### config.mk
export PLATFORM = sky130hd
export DESIGN_NAME = bram_arbiter
export DESIGN_NICKNAME = d
export VERILOG_FILES = /design/src/rtl/bram_arbiter.sv
export SDC_FILE = /design/constraint.sdc
export NUM_CORES = 1
export LEC_CHECK = 0
export CAP_MARGIN = 40
export CORE_AREA = 3 3 54 56
export DETAILED_ROUTE_END_ITERATION = 16
export DIE_AREA = 0 0 57 59
export DONT_BUFFER_PORTS = 1
export GPL_ROUTABILITY_DRIVEN = 0
export PLACE_DENSITY = 0.63
export RECOVER_POWER = 25
export SETUP_SLACK_MARGIN = 0.5
export SLEW_MARGIN = 20
export SYNTH_ARGS = -nofsm -noshare
export SYNTH_HDL_FRONTEND = slang
export SYNTH_SLANG_ARGS = --single-unit
### constraint.sdc
create_clock -name I_CLK -period 1.65 [get_ports I_CLK]
set_input_delay 0.33 -clock I_CLK [delete_from_list [all_inputs] [get_ports I_CLK]]
set_output_delay 0.33 -clock I_CLK [all_outputs]
set_load 0.05 [all_outputs]
### src/rtl/bram_arbiter.sv
// Two-port arbiter in front of a single-port BRAM with 1-cycle read latency.
// Sticky priority with a burst limit under contention; read data returned per port.
module bram_arbiter #(
  parameter logic [15:0] P_OFFSET_MASK = 16'h00FF,
  parameter int unsigned P_MAX_BURST   = 4,
  parameter int unsigned P_PRIO        = 0
) (
  input  logic        I_CLK,
  input  logic        I_RESET,
  input  logic        I_REQ0,
  input  logic        I_REQ1,
  input  logic        I_WE0,
  input  logic        I_WE1,
  input  logic [15:0] I_ADDR0,
  input  logic [15:0] I_ADDR1,
  input  logic [7:0]  I_WDATA0,
  input  logic [7:0]  I_WDATA1,
  output logic        O_ACK0,
  output logic        O_ACK1,
  output logic        O_RVALID0,
  output logic        O_RVALID1,
  output logic [7:0]  O_RDATA0,
  output logic [7:0]  O_RDATA1,
  output logic        O_BRAM_EN,
  output logic        O_BRAM_WE,
  output logic [15:0] O_BRAM_ADDR,
  output logic [7:0]  O_BRAM_DIN,
  input  logic [7:0]  I_BRAM_DOUT
);

  localparam int unsigned CntW = $clog2(P_MAX_BURST + 1);
  localparam logic [CntW-1:0] MaxCnt = CntW'(P_MAX_BURST);
  localparam logic PrioBit = (P_PRIO != 0);

  logic            owner_q, owner_d;
  logic [CntW-1:0] cnt_q, cnt_d;
  logic [1:0]      rd_pend_q, rd_pend_d;
  logic [7:0]      hold0_q, hold1_q;
  logic            grant;
  logic            win;

  always_comb begin
    grant   = 1'b0;
    win     = owner_q;
    owner_d = owner_q;
    cnt_d   = cnt_q;
    if (!I_RESET) begin
      case ({I_REQ1, I_REQ0})
        2'b01: begin
          grant   = 1'b1;
          win     = 1'b0;
          owner_d = 1'b0;
          cnt_d   = '0;
        end
        2'b10: begin
          grant   = 1'b1;
          win     = 1'b1;
          owner_d = 1'b1;
          cnt_d   = '0;
        end
        2'b11: begin
          grant = 1'b1;
          if (cnt_q < MaxCnt) begin
            win   = owner_q;
            cnt_d = cnt_q + CntW'(1);
          end else begin
            // Owner exhausted its burst: hand over and count this grant as the first.
            win     = ~owner_q;
            owner_d = ~owner_q;
            cnt_d   = CntW'(1);
          end
        end
        default: ;
      endcase
    end
  end

  assign O_ACK0      = grant & ~win;
  assign O_ACK1      = grant & win;
  assign O_BRAM_EN   = grant;
  assign O_BRAM_WE   = grant & (win ? I_WE1 : I_WE0);
  assign O_BRAM_ADDR = grant ? ((win ? I_ADDR1 : I_ADDR0) & P_OFFSET_MASK) : 16'h0000;
  assign O_BRAM_DIN  = grant ? (win ? I_WDATA1 : I_WDATA0) : 8'h00;

  assign rd_pend_d = {O_ACK1 & ~I_WE1, O_ACK0 & ~I_WE0};

  always_ff @(posedge I_CLK) begin
    if (I_RESET) begin
      owner_q   <= PrioBit;
      cnt_q     <= '0;
      rd_pend_q <= 2'b00;
      hold0_q   <= 8'h00;
      hold1_q   <= 8'h00;
    end else begin
      owner_q   <= owner_d;
      cnt_q     <= cnt_d;
      rd_pend_q <= rd_pend_d;
      if (rd_pend_q[0]) hold0_q <= I_BRAM_DOUT;
      if (rd_pend_q[1]) hold1_q <= I_BRAM_DOUT;
    end
  end

  assign O_RVALID0 = rd_pend_q[0] & ~I_RESET;
  assign O_RVALID1 = rd_pend_q[1] & ~I_RESET;
  assign O_RDATA0  = I_RESET ? 8'h00 : (rd_pend_q[0] ? I_BRAM_DOUT : hold0_q);
  assign O_RDATA1  = I_RESET ? 8'h00 : (rd_pend_q[1] ? I_BRAM_DOUT : hold1_q);

endmodule

==> reports/qor.yml <==
synthesis:
  ys.warnings.count: 0
  synth.distinct_cells: 21
  ys_seq_area_share_pct: 39.73
  syn-cell-area_mm2: 0.001109
  netlist_instances: 114
  synth-seq-cells: 22
  syn_avg_cell_area_um2: 9.724
finish:
  final_cell_mix: "dfxtp_1 (18), mux2i_4 (16), nor2_4 (15), buf_12 (14), a22o_2 (9)"
  final_cells: 162
  fin_nets: 196
  post-route-util_pct: 77.47
  fillerInstances: 153
  area_delta_synth_final_pct: 73.14
  design_area_mm2: 0.001919
  final_common_cell: "dfxtp_1"
  antenna_cells: 0
  drive_above_1_share_pct: 65.91
status:
  status: "finished, violations left"
  violations: "negative setup slack"
critical_path:
  crit_fanout: 10
  path_class: "reg -> out"
  cp_data_required_time_ns: 1.32
  startpoint_type: "flop"
  end_kind: "output pin"
  arrival_ns: 1.67
clocking:
  numCtsBuffers: 3
  clk_pin_slew_ns: 0.11
  clockBufferDepth: 2
  clock-root-buffer: "clkbuf_4"
  clock_latency_ns: 0.29
  cts.sinks: 22
  cts_tree: "built"
  cts_hold_buffers: 0
  htreeDepth: 1
power:
  p_per_area_mw_per_mm2: 691.1
  finalPower_mw: 1.327
  p_leak_nw: 0.6985
  vdd_ir_drop_max_mv: 0.4798
drt:
  wl_um: 2782
  drcViolationCount: 0
  wire_per_inst_um: 17.17
  ant_nets: 0
  vias_per_cell: 5.457
  dr.pass1.iters: 3
  drt_iter0_markers: 20
  via_count: 884
floorplanning:
  fp.dieArea_mm2: 0.003363
  die_y_um: 59
  coreArea_mm2: 0.002477
  die_w_um: 57
  rows: 18
  num_io_pins: 108
  initial_core_util_pct: 44.75
sta:
  grt_setup_unrepaired: "yes"
  skew_ns: 0.004032
  slew_viol_final: 0
  post-route-period-util_pct: 121.2
  slew_headroom_pct: 61.10
  period_needed_ns: 2.000
  setup_viol: 21
  holdWs_ns: 0.07965
  fmax_mhz: 500.1
  worst-slew-pin-transition_ns: 0.5829
  layout_setup_ws_ns: -0.3497
  final_hold_viol_count: 0
grt:
  overflow: 0
  grt_pass1_wl_um: 4181
  antenna_found_initial: 0
  track_usage_pct: 16.09
  grt_max_degree: 26
  grt_pass1_vias: 901
worst_hold_path:
  hp-class: "in -> reg"
placement:
  hpwl_um: 2076
  place_area_mm2: 0.001559
  port_buffers: 0
  dpl.cell_count: 152
run:
  drv_cap: 0
critical path, cell delays in order, from the launching register on:
cell,delay [ns]
dfxtp_2,0.35
xor2_2,0.19
o211a_4,0.27
buf_12,0.14
a22o_2,0.27
buf_12,0.15
state kept, by name (all words and copies together), names as in the netlist:
name,cells
hold1_q,8
owner_q,1
hold0_q,8
cnt_q,3
rd_pend_q,2
final cells by class:
type	instances	area, um^2	area share (%)
Inverter	3	11.26	0.5867
Clock buffer	4	36.28	1.890
Multi-Input combinational cell	80	992.2	51.69
Tap cell	30	37.54	1.956
Timing Repair Buffer	23	391.6	20.40
Sequential cell	22	450.4	23.47
Yosys cell counts:
cell,n,area [um^2]
ha_1,1,12.51
nand2_1,1,3.750
inv_1,3,11.26
clkbuf_1,5,18.77
conb_1,1,3.750
a211oi_4,1,20.02
and2b_1,3,22.52
o211ai_1,1,7.510
dfxtp_1,22,440.4
a22o_1,17,148.9
nor2_1,20,75.07
xor2_2,1,16.27
o21ai_0,2,10.01
a22oi_1,2,15.01
and3b_2,1,10.01
nor2b_1,3,18.77
buf_4,8,60.06
buf_6,3,33.78
o211a_1,1,10.01
mux2i_1,16,160.2
a21oi_1,2,10.01
report_power, final:
group	switching (mW)	leakage (nW)	internal, mW
clock	0.146	0.0210	0.134
sequential	0.0135	0.181	0.546
combinational	0.290	0.496	0.197
routing by layer:
layer | vias to the layer above | track usage [%] | wire length (um)
li1 | 426 | - | -
met1 | 399 | 16.80 | 904
met2 | 57 | 28.87 | 1508
met3 | 2 | 6.754 | 345
met4 | 0 | 5.960 | 24
met5 | - | 0 | 0
cells by family after synthesis:
family | after synthesis | share of synthesized area, %
and+or+nand+nor | 28 | 11.74
AOI/OAI and AO/OA | 26 | 19.98
DFF | 22 | 39.73
buffers and inverters | 19 | 11.17
muxes | 16 | 14.45
adders and majority gates | 1 | 1.128
other | 1 | 0.3383
xor gates and xnor gates | 1 | 1.468
through the flow:
stage | setup TNS [ns] | setup WS, ns
final | -5.736 | -0.3497
after detailed placement | -0.1605 | -0.02005
after floorplan | -0.2881 | -0.03729
after CTS | -5.786 | -0.3708
after global placement | -0.1004 | -0.01399
after global routing | -7.430 | -0.4205
what timing repair did:
action	CTS	global route
gates resized for setup	51	1
gates cloned	2	2
pin swaps	17	7
setup endpoints to repair	39	40
setup buffers	1	1
worst paths after layout:
check                                   from             end  slack, ns  depth (start not counted)
worst max-delay path                 owner_q  O_BRAM_ADDR[1]      -0.35                          5
worst min-delay path                 I_RESET         owner_q       0.08                          1
worst max register to register  rd_pend_q[0]      hold0_q[3]       0.34                          3
worst min register to register      cnt_q[0]        cnt_q[0]       0.49                          2
No activity file was read; power rests on OpenSTA's default activity.
